`config.mk`:
```
export PLATFORM = sky130hd
export DESIGN_NAME = axi_dma_rd_if_flat
export DESIGN_NICKNAME = d
export VERILOG_FILES = /design/src/rtl/axi_dma_rd_if_if.sv /design/src/rtl/axi_dma_rd_if.sv /design/src/flat_wrapper.sv
export SDC_FILE = /design/constraint.sdc
export NUM_CORES = 1
export LEC_CHECK = 0
export BUFFER_PORTS_ARGS = -buffer_cell sky130_fd_sc_hd__buf_2
export CORE_AREA = 2 2 140 142
export DETAILED_ROUTE_END_ITERATION = 8
export DIE_AREA = 0 0 142 144
export GPL_TIMING_DRIVEN = 0
export PLACE_DENSITY = 0.57
export SLEW_MARGIN = 20
export SYNTH_ARGS = -nofsm -noshare
export SYNTH_HDL_FRONTEND = slang
export SYNTH_SLANG_ARGS = --single-unit
```
`constraint.sdc`:
```
create_clock -name aclk -period 1.8 [get_ports aclk]
set_input_delay 0.09 -clock aclk [delete_from_list [all_inputs] [get_ports aclk]]
set_output_delay 0.09 -clock aclk [all_outputs]
set_load 0.01 [all_outputs]
```
`src/rtl/axi_dma_rd_if_if.sv`:
```
// AR/R channel bundle between the DMA read engine (master) and the AXI fabric (slave).
interface axi_dma_rd_if_if #(
    parameter int ADDR_W  = 32,
    parameter int DATA_W  = 128,
    parameter int ID_W    = 1,
    parameter int BURST_W = 6
);
    logic [ID_W-1:0]    arid;
    logic [ADDR_W-1:0]  araddr;
    logic [BURST_W-1:0] arlen;
    logic               arvalid;
    logic               arready;
    logic [ID_W-1:0]    rid;
    logic [DATA_W-1:0]  rdata;
    logic [1:0]         rresp;
    logic               rlast;
    logic               rvalid;
    logic               rready;

    modport master (
        output arid, araddr, arlen, arvalid, rready,
        input  arready, rid, rdata, rresp, rlast, rvalid
    );

    modport slave (
        input  arid, araddr, arlen, arvalid, rready,
        output arready, rid, rdata, rresp, rlast, rvalid
    );
endinterface

```
`src/rtl/axi_dma_rd_if.sv`:
```
// Splits a {bank,sec,sub}/length descriptor into fixed BURST_LEN-beat AXI reads, one burst in flight.
// AR issued only once the FIFO can take a whole burst; R beats forwarded to the FIFO with no added latency.
module axi_dma_rd_if #(
    parameter int AXI_ADDR_WIDTH  = 32,
    parameter int AXI_DATA_WIDTH  = 128,
    parameter int AXI_ID_WIDTH    = 1,
    parameter int AXI_ID          = 1,
    parameter int AXI_BURST_WIDTH = 6,
    parameter int LEN_WIDTH       = 20,
    parameter int DDR_WIDTH       = 27,
    parameter int BANK_WIDTH      = 3,
    parameter int SEC_WIDTH       = 2,
    parameter int BURST_LEN       = 8,
    parameter int SUB_WIDTH       = LEN_WIDTH,
    parameter int ADDR_WIDTH      = BANK_WIDTH + SEC_WIDTH + SUB_WIDTH
) (
    input  logic                      aclk,
    input  logic                      areset,
    axi_dma_rd_if_if.master           m_axi,
    input  logic [ADDR_WIDTH-1:0]     cfg_desc_addr,
    input  logic [LEN_WIDTH-1:0]      cfg_desc_len,
    input  logic                      cfg_valid,
    output logic                      cfg_ready,
    output logic                      if_wr_push,
    output logic [AXI_DATA_WIDTH-1:0] if_wr_data,
    input  logic                      if_wr_ready,
    output logic                      st_last,
    output logic                      st_err
);
    localparam int SSUB_WIDTH = 3 + $clog2(BURST_LEN);
    localparam int PTR_WIDTH  = SUB_WIDTH - SSUB_WIDTH;
    localparam int REM_WIDTH  = LEN_WIDTH - SSUB_WIDTH;
    localparam int BEAT_WIDTH = (BURST_LEN > 1) ? $clog2(BURST_LEN) : 1;
    localparam logic [BEAT_WIDTH-1:0]   LAST_BEAT = BEAT_WIDTH'(BURST_LEN - 1);
    localparam logic [AXI_ID_WIDTH-1:0] MY_ID     = AXI_ID_WIDTH'(AXI_ID);

    typedef enum logic [1:0] {
        S_IDLE,
        S_ADDR,
        S_DATA
    } state_t;

    state_t                  r_state;
    logic                    r_arvalid;
    logic                    r_rready;
    logic                    r_cfg_ready;
    logic                    r_err;
    logic [BEAT_WIDTH-1:0]   r_beat;
    logic [BANK_WIDTH-1:0]   r_bank;
    logic [SEC_WIDTH-1:0]    r_sec;
    logic [PTR_WIDTH-1:0]    r_ptr;
    logic [REM_WIDTH-1:0]    r_rem;

    logic [AXI_ADDR_WIDTH-1:0] w_araddr;
    logic                      w_beat_acc;
    logic                      w_at_last;
    logic                      w_beat_err;
    logic                      w_unused;

    // Sub-granule address/length bits carry no meaning for burst-aligned transfers.
    assign w_unused = ^{cfg_desc_addr[SSUB_WIDTH-1:0], cfg_desc_len[SSUB_WIDTH-1:0]};

    always_comb begin
        w_araddr = '0;
        w_araddr[DDR_WIDTH-1 -: BANK_WIDTH]  = r_bank;
        w_araddr[SUB_WIDTH +: SEC_WIDTH]     = r_sec;
        w_araddr[SUB_WIDTH-1:SSUB_WIDTH]     = r_ptr;
    end

    assign w_beat_acc = (r_state == S_DATA) && r_rready && m_axi.rvalid && (m_axi.rid == MY_ID);
    assign w_at_last  = (r_beat == LAST_BEAT);
    assign w_beat_err = w_beat_acc && ((m_axi.rresp != 2'b00) || (m_axi.rlast != w_at_last));

    assign m_axi.arid    = MY_ID;
    assign m_axi.araddr  = w_araddr;
    assign m_axi.arlen   = AXI_BURST_WIDTH'(BURST_LEN - 1);
    assign m_axi.arvalid = r_arvalid;
    assign m_axi.rready  = r_rready;

    assign cfg_ready  = r_cfg_ready;
    assign if_wr_push = w_beat_acc;
    assign if_wr_data = m_axi.rdata;
    assign st_last    = w_beat_acc && w_at_last && (r_rem == '0);
    assign st_err     = r_err;

    always_ff @(posedge aclk) begin
        if (areset) begin
            r_state     <= S_IDLE;
            r_arvalid   <= 1'b0;
            r_rready    <= 1'b0;
            r_cfg_ready <= 1'b1;
            r_err       <= 1'b0;
            r_beat      <= '0;
            r_bank      <= '0;
            r_sec       <= '0;
            r_ptr       <= '0;
            r_rem       <= '0;
        end else begin
            case (r_state)
                S_IDLE: begin
                    if (cfg_valid) begin
                        r_bank      <= cfg_desc_addr[ADDR_WIDTH-1 -: BANK_WIDTH];
                        r_sec       <= cfg_desc_addr[SUB_WIDTH +: SEC_WIDTH];
                        r_ptr       <= cfg_desc_addr[SUB_WIDTH-1:SSUB_WIDTH];
                        r_rem       <= cfg_desc_len[LEN_WIDTH-1:SSUB_WIDTH];
                        r_err       <= 1'b0;
                        r_cfg_ready <= 1'b0;
                        r_state     <= S_ADDR;
                    end
                end
                S_ADDR: begin
                    // Once raised, arvalid holds regardless of later FIFO room changes.
                    if (r_arvalid) begin
                        if (m_axi.arready) begin
                            r_arvalid <= 1'b0;
                            r_rready  <= 1'b1;
                            r_beat    <= '0;
                            r_state   <= S_DATA;
                        end
                    end else if (if_wr_ready) begin
                        r_arvalid <= 1'b1;
                    end
                end
                S_DATA: begin
                    if (w_beat_err) begin
                        r_err <= 1'b1;
                    end
                    if (w_beat_acc) begin
                        if (w_at_last) begin
                            r_beat   <= '0;
                            r_rready <= 1'b0;
                            if (r_rem == '0) begin
                                r_state     <= S_IDLE;
                                r_cfg_ready <= 1'b1;
                            end else begin
                                // Pointer wraps inside the section; bank/sec never change mid-transfer.
                                r_ptr   <= r_ptr + PTR_WIDTH'(1);
                                r_rem   <= r_rem - REM_WIDTH'(1);
                                r_state <= S_ADDR;
                            end
                        end else begin
                            r_beat <= r_beat + BEAT_WIDTH'(1);
                        end
                    end
                end
                default: begin
                    r_state     <= S_IDLE;
                    r_arvalid   <= 1'b0;
                    r_rready    <= 1'b0;
                    r_cfg_ready <= 1'b1;
                end
            endcase
        end
    end
endmodule

```
`src/flat_wrapper.sv`:
```
// flat-port wrapper written by rule: the top's interface ports become plain ports
module axi_dma_rd_if_flat 
#(
    parameter int AXI_ADDR_WIDTH  = 32,
    parameter int AXI_DATA_WIDTH  = 128,
    parameter int AXI_ID_WIDTH    = 1,
    parameter int AXI_ID          = 1,
    parameter int AXI_BURST_WIDTH = 6,
    parameter int LEN_WIDTH       = 20,
    parameter int DDR_WIDTH       = 27,
    parameter int BANK_WIDTH      = 3,
    parameter int SEC_WIDTH       = 2,
    parameter int BURST_LEN       = 8,
    parameter int SUB_WIDTH       = LEN_WIDTH,
    parameter int ADDR_WIDTH      = BANK_WIDTH + SEC_WIDTH + SUB_WIDTH
)
  (aclk, areset, cfg_desc_addr, cfg_desc_len, cfg_valid, cfg_ready, if_wr_push, if_wr_data, if_wr_ready, st_last, st_err, m_axi_arid, m_axi_araddr, m_axi_arlen, m_axi_arvalid, m_axi_rready, m_axi_arready, m_axi_rid, m_axi_rdata, m_axi_rresp, m_axi_rlast, m_axi_rvalid);
  axi_dma_rd_if_if m_axi_i ();
  input  logic aclk;
  input  logic areset;
  input  logic [ADDR_WIDTH-1:0] cfg_desc_addr;
  input  logic [LEN_WIDTH-1:0] cfg_desc_len;
  input  logic cfg_valid;
  output logic cfg_ready;
  output logic if_wr_push;
  output logic [AXI_DATA_WIDTH-1:0] if_wr_data;
  input  logic if_wr_ready;
  output logic st_last;
  output logic st_err;
  output wire logic [$bits(m_axi_i.arid)-1:0] m_axi_arid;
  output wire logic [$bits(m_axi_i.araddr)-1:0] m_axi_araddr;
  output wire logic [$bits(m_axi_i.arlen)-1:0] m_axi_arlen;
  output wire logic [$bits(m_axi_i.arvalid)-1:0] m_axi_arvalid;
  output wire logic [$bits(m_axi_i.rready)-1:0] m_axi_rready;
  input wire logic [$bits(m_axi_i.arready)-1:0] m_axi_arready;
  input wire logic [$bits(m_axi_i.rid)-1:0] m_axi_rid;
  input wire logic [$bits(m_axi_i.rdata)-1:0] m_axi_rdata;
  input wire logic [$bits(m_axi_i.rresp)-1:0] m_axi_rresp;
  input wire logic [$bits(m_axi_i.rlast)-1:0] m_axi_rlast;
  input wire logic [$bits(m_axi_i.rvalid)-1:0] m_axi_rvalid;
  assign m_axi_arid = m_axi_i.arid;
  assign m_axi_araddr = m_axi_i.araddr;
  assign m_axi_arlen = m_axi_i.arlen;
  assign m_axi_arvalid = m_axi_i.arvalid;
  assign m_axi_rready = m_axi_i.rready;
  assign m_axi_i.arready = m_axi_arready;
  assign m_axi_i.rid = m_axi_rid;
  assign m_axi_i.rdata = m_axi_rdata;
  assign m_axi_i.rresp = m_axi_rresp;
  assign m_axi_i.rlast = m_axi_rlast;
  assign m_axi_i.rvalid = m_axi_rvalid;
  axi_dma_rd_if #(.AXI_ADDR_WIDTH(AXI_ADDR_WIDTH), .AXI_DATA_WIDTH(AXI_DATA_WIDTH), .AXI_ID_WIDTH(AXI_ID_WIDTH), .AXI_ID(AXI_ID), .AXI_BURST_WIDTH(AXI_BURST_WIDTH), .LEN_WIDTH(LEN_WIDTH), .DDR_WIDTH(DDR_WIDTH), .BANK_WIDTH(BANK_WIDTH), .SEC_WIDTH(SEC_WIDTH), .BURST_LEN(BURST_LEN), .SUB_WIDTH(SUB_WIDTH), .ADDR_WIDTH(ADDR_WIDTH)) u_core (.aclk(aclk), .areset(areset), .m_axi(m_axi_i), .cfg_desc_addr(cfg_desc_addr), .cfg_desc_len(cfg_desc_len), .cfg_valid(cfg_valid), .cfg_ready(cfg_ready), .if_wr_push(if_wr_push), .if_wr_data(if_wr_data), .if_wr_ready(if_wr_ready), .st_last(st_last), .st_err(st_err));
endmodule
```
==> parameters.txt, run 1 <==
Parameter                              Value

Run status
  Run status ... finished, violations left
  Violated checks ... setup timing

Clocking
  Clock tree from TritonCTS ... built
  Clock latency on the worst-skew pair ... 0.29 ns
  Clock transition at the register clock pins on the worst setup and hold paths after CTS ... 0.06 ns
  Number of buffers inserted during clock tree synthesis ... 5
  Cell at the root of the clock tree ... sky130_fd_sc_hd__clkbuf_16
  Longest Clk Path Bufs ... 2
  Number of clock sinks seen by CTS ... 42
  CTS HTree Levels ... 2
  # hold bufs at CTS ... 0

Timing
  Final total negative setup slack ... -0.4445 ns
  Unrepaired setup endpoints after global routing ... yes
  Ratio of final minimum period to clock period ... 1.032
  Max frequency ... 538.1 MHz
  Max Transition Viols Final ... 0
  Min Clock Period, post-route ... 1.858 ns
  Final setup violation count ... 15
  Slew of the pin with the lowest slew margin ... 0.6521 ns
  Rel. slew slack ... 0.5653
  Clock tree skew after final layout ... 0.003647 ns
  Final count of hold timing violations ... 0
  Least setup slack across all paths after layout ... -0.05837 ns

Floorplan
  DIE AREA ... 0.02045 mm^2
  Cell row count ... 51
  Number of primary I/O pins ... 356
  Core footprint ... 0.01908 mm^2
  Initial standard-cell utilization of the core ... 0.1953
  Die extent in x ... 142 um
  Vertical extent of the die ... 144 um

Cells and area
  Final antenna diode count ... 0
  Share of post-route cells with drive strength above 1 ... 0.6330
  Number of filler instances in the final layout ... 2065
  Synth-to-layout area growth ... 52.75%
  Layout Nets ... 890
  Post-route cell area ... 0.005692 mm^2

Synthesis
  Most frequently used cell type in the post-synthesis netlist ... sky130_fd_sc_hd__buf_4
  Main flop type after synthesis ... sky130_fd_sc_hd__dfxtp_1
  Average footprint of a synthesized cell ... 8.207 um^2
  Part of the Yosys area used for sequential elements ... 0.2257
  Warning count from the yosys run ... 0
  Count of unique library cells instantiated by Yosys ... 61
  Summed instance area of the synthesized netlist ... 0.003726 mm^2
  Post-synthesis async set-or-reset flop share ... 0
  Leading cell types by total area after synthesis ... sky130_fd_sc_hd__buf_4, sky130_fd_sc_hd__dfxtp_1, sky130_fd_sc_hd__mux2i_1
  Top cells by instance count after synthesis ... sky130_fd_sc_hd__buf_4, sky130_fd_sc_hd__dfxtp_1, sky130_fd_sc_hd__nand2_1
  Number of synthesized register bits ... 42
  Gate count after technology mapping ... 454
  Share of the synthesized area in the top cell type ... 0.3042
  Yosys top cell by area ... sky130_fd_sc_hd__buf_4
  Number of enable flip-flop cells after synthesis ... 0

Setup path
  Worst path required time ... 1.95 ns
  Data arrival time of the critical path ... 2.01 ns
  Type of destination of the critical path ... register
  Largest fanout of any net on the critical path ... 8
  WS Path Type ... reg2reg
  Startpoint Class ... register

Power and ir drop
  Int Power ... 2.242 mW
  P_sw ... 1.048 mW
  Sw frac ... 0.3184
  Static leakage ... 2.720 nW
  Part of the power in the clock network ... 0.309
  Power density over cell area ... 578.0 mW/mm^2
  Combinational group share of total power ... 0.355
  Sequential share of power ... 0.336
  Peak ir drop on the vdd network ... 366.2 uV

Route
  Average via count per standard cell ... 4.439
  Post-detailed-route wirelength per cell ... 15.31 um
  Routed via count ... 4177
  DR DRC count ... 0
  Iteration-0 DRC Markers ... 186
  Sum of routed wire length over all layers ... 14.41 mm
  Detailed Routing Iterations Pass 1 ... 4
  Number of antenna-violating nets in the routed design ... 0

Global routing
  Global route overflow ... 0
  Combined global-route utilization of all metal layers ... 0.1261
  Global-route wire length before repair ... 19.76 mm
  Via count of the first global-routing pass ... 3586
  Maximum number of pins on one net before global-route repair ... 13
  Initial antenna violation count ... 2

Flow run
  Total of max-cap violations ... 0

Placement
  Area after DPL ... 0.005062 mm^2
  Final weighted congestion of routability-driven global placement ... 0.8391
  Count of port buffers added during placement ... 194
  Detail Placement HPWL ... 10.93 mm

Worst hold path
  Worst min-delay path category ... in2reg
-- critical path: stages, from the launching register on --
cell	delay, ns
sky130_fd_sc_hd__dfxtp_4	0.38
sky130_fd_sc_hd__inv_6	0.05
sky130_fd_sc_hd__ha_4	0.15
sky130_fd_sc_hd__nor4b_4	0.12
sky130_fd_sc_hd__buf_4	0.15
sky130_fd_sc_hd__and4_4	0.17
sky130_fd_sc_hd__buf_6	0.13
sky130_fd_sc_hd__nor2_4	0.29
sky130_fd_sc_hd__clkbuf_16	0.22
sky130_fd_sc_hd__a211oi_2	0.05
-- timing repair --
action	CTS	global route
setup buffers	16	10
endpoints found under the setup margin	33	31
pin swaps	7	12
gates resized for setup	26	33
cloned	1	2
-- state kept, by name, indices dropped and copies added (netlist names) --
signal / cells
u_core.r_ptr: 14
u_core.r_beat: 3
u_core.m_axi.arvalid: 1
u_core.r_state: 2
u_core.st_err: 1
u_core.cfg_ready: 1
u_core.r_sec: 2
u_core.r_rem: 14
u_core.r_bank: 3
u_core.m_axi.rready: 1
-- path summary, 6_finish.rpt --
check / end / cells after the start / slack [ns] / from
setup / recovery: u_core.r_rem[3] / 9 / -0.06 / u_core.r_rem[0]
hold / removal: u_core.r_bank[2] / 3 / 0.03 / cfg_desc_addr[24]
setup reg to reg: u_core.r_rem[3] / 9 / -0.06 / u_core.r_rem[0]
hold reg to reg: u_core.r_bank[2] / 2 / 0.49 / u_core.r_bank[2]
-- layer usage --
layer / wire length, um / part of all wire / GRT usage
met4: 184 / 0.013 / 0.03579
met2: 7319 / 0.51 / 0.2265
met1: 5616 / 0.39 / 0.1475
met3: 1257 / 0.087 / 0.03344
met5: 27 / 0.0019 / 0
-- through the flow --
stage                     hold WS, ns  worst slack, ns  utilization  power (mW)  std cells
after floorplan                0.2372          0.08503            -       1.792        472
after global placement         0.3239          -0.2477       0.2653       2.145        904
after detailed placement       0.3327          -0.2491       0.2653       2.151        904
after CTS                     0.02456         0.005771       0.2858       3.249        929
after global routing          0.03496          -0.1130       0.2983       3.473        941
final                         0.02956         -0.05837       0.2983       3.290        941
-- power groups by stage --
| stage | Combinational, mW | Sequential, mW | Clock, mW |
|---|---|---|---|
| 2_1_floorplan | 0.686 | 1.11 | 0 |
| 3_3_place_gp | 1.04 | 1.11 | 0 |
| 3_5_place_dp | 1.04 | 1.11 | 0 |
| 4_1_cts | 1.11 | 1.10 | 1.04 |
| 5_1_grt | 1.27 | 1.12 | 1.09 |
| 6_report | 1.17 | 1.11 | 1.02 |
-- placed cells by master, fill, tap and decap left out, types with 13 or more instances in the layout --
master,count
sky130_fd_sc_hd__a21oi_1,15
sky130_fd_sc_hd__a31oi_1,13
sky130_fd_sc_hd__buf_2,201
sky130_fd_sc_hd__buf_4,176
sky130_fd_sc_hd__conb_1,20
sky130_fd_sc_hd__dfxtp_1,36
sky130_fd_sc_hd__nand2_1,23
sky130_fd_sc_hd__nand3_1,14
sky130_fd_sc_hd__nor2_1,13
sky130_fd_sc_hd__o21ai_0,15
-- cell type report --
class                           count  area [um^2]  share of cell area
Multi-Input combinational cell    253         1879              0.3302
Buffer                            169         1241              0.2181
Timing Repair Buffer              222         1212              0.2130
Sequential cell                    42        853.3              0.1499
Tap cell                          238        297.8             0.05232
Clock buffer                        8        166.4             0.02924
Inverter                            9        41.29            0.007254
-- kinds of logic (layout without fill, tap and decap cells) --
| logic type | Yosys count | count (layout) | share of synthesized area |
|---|---|---|---|
| buffers and inverters | 178 | 408 | 0.3381 |
| other | 2 | 20 | 0.002016 |
| and+or+nand+nor | 107 | 107 | 0.1706 |
| adders and majority gates | 5 | 5 | 0.01679 |
| xor gates and xnor gates | 1 | 1 | 0.002351 |
| muxes | 9 | 9 | 0.02418 |
| DFF | 42 | 42 | 0.2257 |
| AOI/OAI and AO/OA | 110 | 111 | 0.2203 |
Note: power is estimated with default switching activity, not from simulation.
==> run 2: changes to the inputs <==
- BUFFER_PORTS_ARGS: -buffer_cell sky130_fd_sc_hd__buf_2 -> default
- DONT_BUFFER_PORTS: default -> 1
- PLACE_DENSITY: 0.57 -> 0.41
==> run 2 against run 1 <==
The flow still finishes with violations (setup timing). Largest cell class is now multi-input gates. Highest routed layer is now met4. Clock skew increased by 0.0019 ns. Fmax increased by 2.3%. Power decreased by 8.0%. Via count decreased by 16%. Critical path type unchanged. Cell count decreased by 20%. First-iteration DRC count increased by 18%. Flip-flop and latch count unchanged.
==> parameters.txt, run 2 (synthesis gave the netlist of run 1 again) <==
Parameter                              Value

Run status
  Run status ... finished, violations left
  Violated checks ... setup timing

Global routing
  Global route overflow ... 0
  Global-route wire length before repair ... 18.70 mm
  Maximum number of pins on one net before global-route repair ... 13
  Combined global-route utilization of all metal layers ... 0.1198
  Via count of the first global-routing pass ... 3224
  Initial antenna violation count ... 2

Power and ir drop
  Combinational group share of total power ... 0.313
  Peak ir drop on the vdd network ... 358.6 uV
  Final Total Pwr ... 3.027 mW
  Sw frac ... 0.3258
  Sequential share of power ... 0.377
  P_sw ... 0.9862 mW
  Static leakage ... 1.980 nW
  Part of the power in the clock network ... 0.310
  Power density over cell area ... 623.8 mW/mm^2
  Int Power ... 2.041 mW

Timing
  Slew of the pin with the lowest slew margin ... 0.6560 ns
  Final total negative setup slack ... -0.01656 ns
  Rel. slew slack ... 0.5626
  Clock tree skew after final layout ... 0.005596 ns
  Final count of hold timing violations ... 0
  Max frequency ... 550.5 MHz
  Final setup violation count ... 1
  Post-Route Hold Slack ... 0.002989 ns
  Min Clock Period, post-route ... 1.817 ns
  Least setup slack across all paths after layout ... -0.01656 ns
  Unrepaired setup endpoints after global routing ... yes
  Ratio of final minimum period to clock period ... 1.009
  Max Transition Viols Final ... 0

Route
  Detail Route met2 WL ... 7.273 mm
  Wire length on met3 ... 1.386 mm
  Average via count per standard cell ... 4.664
  Post-detailed-route wirelength per cell ... 17.89 um
  Sum of routed wire length over all layers ... 13.52 mm
  Routed via count ... 3526
  Number of antenna-violating nets in the routed design ... 0
  Detailed Routing Iterations Pass 1 ... 4
  DR DRC count ... 0
  Metal1 wirelength ... 4.694 mm
  Iteration-0 DRC Markers ... 219
  Highest metal layer used by the detailed router ... met4

Setup path
  Number of buffer and inverter stages on the critical path ... 1
  Cell breakdown of the critical path ... inv_4, ha_4, or4b_4, o31a_1, o32ai_2, o22ai_1
  Number of cells on the worst reg-to-reg path ... 6
  Data arrival time of the critical path ... 1.99 ns
  FF-to-FF setup slack ... -0.02 ns
  Type of destination of the critical path ... register
  Reg-to-Reg End ... u_core.r_rem[10]
  Largest fanout of any net on the critical path ... 5
  Longest individual stage delay on the worst path ... 0.49 ns
  Top Family by Delay on Critical Path ... compound AO/OA/AOI/OAI gates
  Worst path slowest cell ... sky130_fd_sc_hd__or4b_4
  WS Path Type ... reg2reg
  Worst path required time ... 1.97 ns
  Reg-to-reg startpoint ... u_core.r_rem[1]
  Startpoint Class ... register

Placement
  Total instance count after detailed placement ... 710
  Detail Placement HPWL ... 10.21 mm
  Count of port buffers added during placement ... 0
  Final weighted congestion of routability-driven global placement ... 0.8005

Clocking
  Number of clock sinks seen by CTS ... 42
  Clock latency on the worst-skew pair ... 0.29 ns
  Longest Clk Path Bufs ... 2
  Cell at the root of the clock tree ... sky130_fd_sc_hd__clkbuf_16
  Clock tree from TritonCTS ... built
  Clock transition at the register clock pins on the worst setup and hold paths after CTS ... 0.06 ns
  Number of buffers inserted during clock tree synthesis ... 5
  CTS HTree Levels ... 2

Cells and area
  Commonest non-fill, non-tap cells in the layout ... sky130_fd_sc_hd__buf_4, sky130_fd_sc_hd__dfxtp_1, sky130_fd_sc_hd__nand2_1
  Share of post-route cells with drive strength above 1 ... 0.4942
  Layout Nets ... 703
  Number of standard cells in the final layout excluding fillers ... 756
  Finished Core Util ... 0.2544
  Synth-to-layout area growth ... 30.26%
  Most common library cell in the layout ignoring fill and taps ... sky130_fd_sc_hd__buf_4
  Largest registers ... u_core.r_ptr: 14 flops, u_core.r_rem: 14 flops

Worst hold path
  HP Start ... m_axi_rresp[0]
  Count of cells along the worst hold path ... 2
  Worst min-delay path category ... in2reg
  Worst Hold Path EP ... u_core.st_err

Floorplan
  Die extent in x ... 142 um
  Initial standard-cell utilization of the core ... 0.1953
  Number of primary I/O pins ... 356
  Core footprint ... 0.01908 mm^2
  DIE AREA ... 0.02045 mm^2
  Vertical extent of the die ... 144 um
  Cell row count ... 51

Flow run
  Total of max-cap violations ... 0
-- run 2: changes by cell type in the layout (fill, tap and decap cells not counted), sizes merged --
cell / previous run / this run
buf: 382 / 186
a21oi: 17 / 16
dlygate4sd3: 0 / 9
diode: 0 / 2
clkinv: 0 / 1
-- run 2: worst max-delay path by stage --
stage	startpoint	endpoint	slack, ns	cells after the start
finish	u_core.r_rem[1]	u_core.r_rem[10]	-0.02	6
global route	u_core.r_rem[1]	st_last	-0.08	6
CTS	u_core.r_state[1]	if_wr_push	0.001	5
detailed placement	u_core.r_state[1]	u_core.r_rem[9]	-0.33	6
global placement	u_core.r_beat[0]	u_core.r_rem[13]	-0.27	7
floorplan	u_core.r_rem[0]	u_core.r_rem[10]	0.09	6
-- run 2: power by group through the flow --
stage	sequential [mW]	clock, mW	combinational, mW
6_report	1.14	0.938	0.949
5_1_grt	1.15	1.01	1.03
4_1_cts	1.13	0.972	0.914
3_5_place_dp	1.15	0	0.802
3_3_place_gp	1.14	0	0.798
2_1_floorplan	1.11	0	0.686
-- run 2: what timing repair did --
| item | in CTS | in global routing |
|---|---|---|
| pin swaps | 10 | 12 |
| hold endpoints to repair | 9 | 0 |
| buffers inserted | 18 | 8 |
| gates cloned | 1 | 1 |
| setup endpoints to repair | 34 | 32 |
| resized for setup | 38 | 38 |
| hold buffers | 9 | 0 |
-- run 2: routing by layer --
layer,global-route usage,vias up
li1,-,1611
met3,0.04172,12
met5,0,-
met2,0.2220,239
met1,0.1290,1664
met4,0.03316,0
-- run 2: worst register-to-register path: cells and delay by family, from the launching register on --
kind / cells / cell delay, ns
buffers and inverters: 1 / 0.08
AND/OR/NAND/NOR: 1 / 0.49
adder cells (fa/ha/maj): 1 / 0.14
flip-flops: 1 / 0.36
AO/OA/AOI/OAI: 3 / 0.63
-- run 2: per-stage QoR --
step	worst slack (ns)	area, um^2
3_3_place_gp	-0.2732	4091
6_report	-0.01656	4853
4_1_cts	0.001023	4644
2_1_floorplan	0.08503	3794
5_1_grt	-0.07556	4848
3_5_place_dp	-0.3301	4091
-- run 2: area by class of cell --
| class | count | area (um^2) |
|---|---|---|
| Clock buffer | 7 | 142.6 |
| Inverter | 9 | 38.79 |
| Multi-Input combinational cell | 252 | 1897 |
| Timing Repair Buffer | 37 | 356.6 |
| Sequential cell | 42 | 862.1 |
| Clock inverter | 1 | 5.005 |
| Fill cell | 2045 | 14230 |
| Buffer | 168 | 1249 |
| Antenna cell | 2 | 5.005 |
| Tap cell | 238 | 297.8 |
==> run 3: changes to the inputs <==
--- a/constraint.sdc
+++ b/constraint.sdc
@@ -3,2 +3,2 @@
 set_output_delay 0.09 -clock aclk [all_outputs]
-set_load 0.01 [all_outputs]
+set_load 0.02 [all_outputs]
==> run 3 against run 2 <==
Sequential power about the same. Via count up 0.60%. Routed wire length up 0.46%. Worst setup slack better by 0.0014 ns. Sequential share of layout area down 0.096 points. Hold slack about the same. Cell area up 0.54%. Cell count unchanged. Critical endpoint unchanged. Clock power up 1%. Register-to-register slack about the same. Flip-flop and latch count unchanged. The run still ends with setup timing left. First-iteration DRC count down 29%.
==> parameters.txt, run 3 (synthesis gave the netlist of run 1 again) <==
Parameter                              Value

Route
  Iteration-0 DRC Markers ... 155
  DR DRC count ... 0
  Number of antenna-violating nets in the routed design ... 0
  Post-detailed-route wirelength per cell ... 17.97 um
  Sum of routed wire length over all layers ... 13.59 mm
  Detailed Routing Iterations Pass 1 ... 4
  Average via count per standard cell ... 4.692
  Routed via count ... 3547

Power and ir drop
  Peak ir drop on the vdd network ... 364.8 uV
  Power density over cell area ... 663.4 mW/mm^2
  Static leakage ... 1.985 nW
  P_sw ... 1.167 mW
  Part of the power in the clock network ... 0.293
  Sw frac ... 0.3606
  Sequential share of power ... 0.362
  Combinational group share of total power ... 0.345
  Int Power ... 2.070 mW

Cells and area
  Layout Nets ... 703
  Finished Core Util ... 0.2558
  Commonest non-fill, non-tap cells in the layout ... sky130_fd_sc_hd__buf_4, sky130_fd_sc_hd__dfxtp_1, sky130_fd_sc_hd__nand2_1
  Synth-to-layout area growth ... 30.96%
  Largest registers ... u_core.r_ptr: 14 flops, u_core.r_rem: 14 flops
  Share of post-route cells with drive strength above 1 ... 0.5039
  Most common library cell in the layout ignoring fill and taps ... sky130_fd_sc_hd__buf_4
  Number of filler instances in the final layout ... 2050

Placement
  Count of port buffers added during placement ... 0
  Final weighted congestion of routability-driven global placement ... 0.8005
  Detail Placement HPWL ... 10.21 mm

Floorplan
  Number of primary I/O pins ... 356
  Core footprint ... 0.01908 mm^2
  Die extent in x ... 142 um
  Cell row count ... 51
  Initial standard-cell utilization of the core ... 0.1953
  DIE AREA ... 0.02045 mm^2
  Vertical extent of the die ... 144 um

Global routing
  Global-route wire length before repair ... 18.84 mm
  Via count of the first global-routing pass ... 3252
  Combined global-route utilization of all metal layers ... 0.1205
  Global route overflow ... 0
  Initial antenna violation count ... 2
  Maximum number of pins on one net before global-route repair ... 13

Setup path
  WS Path Type ... reg2reg
  Reg-to-reg startpoint ... u_core.r_rem[0]
  Type of destination of the critical path ... register
  Number of cells on the worst reg-to-reg path ... 6
  Worst path required time ... 1.98 ns
  Reg-to-Reg End ... u_core.r_rem[10]
  Cell breakdown of the critical path ... inv_4, ha_4, or4b_4, o31a_1, o32ai_2, o22ai_1
  Data arrival time of the critical path ... 1.99 ns
  FF-to-FF setup slack ... -0.02 ns
  Number of buffer and inverter stages on the critical path ... 1
  Largest fanout of any net on the critical path ... 5
  Worst path slowest cell ... sky130_fd_sc_hd__or4b_4
  Top Family by Delay on Critical Path ... compound AO/OA/AOI/OAI gates
  Longest individual stage delay on the worst path ... 0.50 ns
  Startpoint Class ... register

Clocking
  Number of buffers inserted during clock tree synthesis ... 5
  Clock latency on the worst-skew pair ... 0.29 ns
  Cell at the root of the clock tree ... sky130_fd_sc_hd__clkbuf_16
  Clock tree from TritonCTS ... built
  Clock transition at the register clock pins on the worst setup and hold paths after CTS ... 0.06 ns
  Number of clock sinks seen by CTS ... 42
  CTS HTree Levels ... 2
  Longest Clk Path Bufs ... 2

Timing
  Slew of the pin with the lowest slew margin ... 0.6553 ns
  Least setup slack across all paths after layout ... -0.01512 ns
  Max Transition Viols Final ... 0
  Clock tree skew after final layout ... 0.007173 ns
  Ratio of final minimum period to clock period ... 1.008
  Min Clock Period, post-route ... 1.815 ns
  Unrepaired setup endpoints after global routing ... yes
  Final setup violation count ... 1
  Rel. slew slack ... 0.5631
  Post-Route Hold Slack ... 0.002902 ns
  Final count of hold timing violations ... 0
  Max frequency ... 550.9 MHz

Run status
  Run status ... finished, violations left
  Violated checks ... setup timing

Flow run
  Total of max-cap violations ... 0

Worst hold path
  Worst Hold Path EP ... u_core.st_err
  HP Start ... m_axi_rresp[0]
  Worst min-delay path category ... in2reg
  Count of cells along the worst hold path ... 2
[run 3: cell count changes in the layout (fill, tap and decap cells not counted), moves of 2 or more]
cell / change
sky130_fd_sc_hd__dfxtp_2: +3
sky130_fd_sc_hd__a211oi_1: -2
sky130_fd_sc_hd__a211oi_2: +2
sky130_fd_sc_hd__buf_2: +2
sky130_fd_sc_hd__dfxtp_1: -2
[run 3: layout make-up]
class / count / area [um^2] / area share
clock inverters: 1 / 5.005 / 0.001026
clock buffers: 7 / 142.6 / 0.02923
well taps: 238 / 297.8 / 0.06103
diodes: 2 / 5.005 / 0.001026
repair buffers: 38 / 385.4 / 0.07897
multi-input cells: 252 / 1912 / 0.3918
inverters: 9 / 38.79 / 0.007949
flip-flops and latches: 42 / 862.1 / 0.1767
plain buffers: 167 / 1231 / 0.2523
[run 3: metal layers]
layer | part of all wire | track usage | wire [um]
met1 | 0.35 | 0.1296 | 4730
met2 | 0.54 | 0.2255 | 7319
met3 | 0.10 | 0.04172 | 1359
met4 | 0.013 | 0.03000 | 176
met5 | 0 | 0 | 0
[run 3: how the worst max path moves through the flow]
stage | from | to | cells after the start
6_report | u_core.r_rem[0] | u_core.r_rem[10] | 6
5_1_grt | u_core.r_ptr[1] | u_core.r_ptr[8] | 6
4_1_cts | u_core.r_rem[0] | u_core.r_ptr[1] | 9
3_5_place_dp | u_core.r_ptr[0] | u_core.r_ptr[8] | 5
3_3_place_gp | u_core.r_ptr[0] | u_core.r_ptr[8] | 5
2_1_floorplan | u_core.r_ptr[0] | u_core.r_ptr[8] | 5
[run 3: metrics by stage]
stage          TNS [ns]  std cells  area, um^2  power, mW  setup WS, ns
4_1_cts               0        750        4695      3.211     0.0002824
3_3_place_gp     -5.967        710        4091      2.112       -0.2951
2_1_floorplan         0        472        3794      1.963       0.01999
5_1_grt          -1.005        754        4875      3.388       -0.1245
6_report       -0.01512        756        4880      3.237      -0.01512
3_5_place_dp     -7.019        710        4091      2.119       -0.3460
[run 3: power groups by stage]
stage / combinational, mW / clock (mW) / sequential [mW]
detailed placement: 0.943 / 0 / 1.18
global route: 1.19 / 1.01 / 1.18
global placement: 0.938 / 0 / 1.17
CTS: 1.07 / 0.972 / 1.16
finish: 1.12 / 0.949 / 1.17
floorplan: 0.828 / 0 / 1.14
[run 3: timing repair]
item	CTS	global route
gates cloned	1	0
endpoints found under the hold margin	9	0
buffers inserted	22	6
pin swaps	9	12
setup endpoints to repair	34	32
resized for setup	36	41
hold buffers	9	0
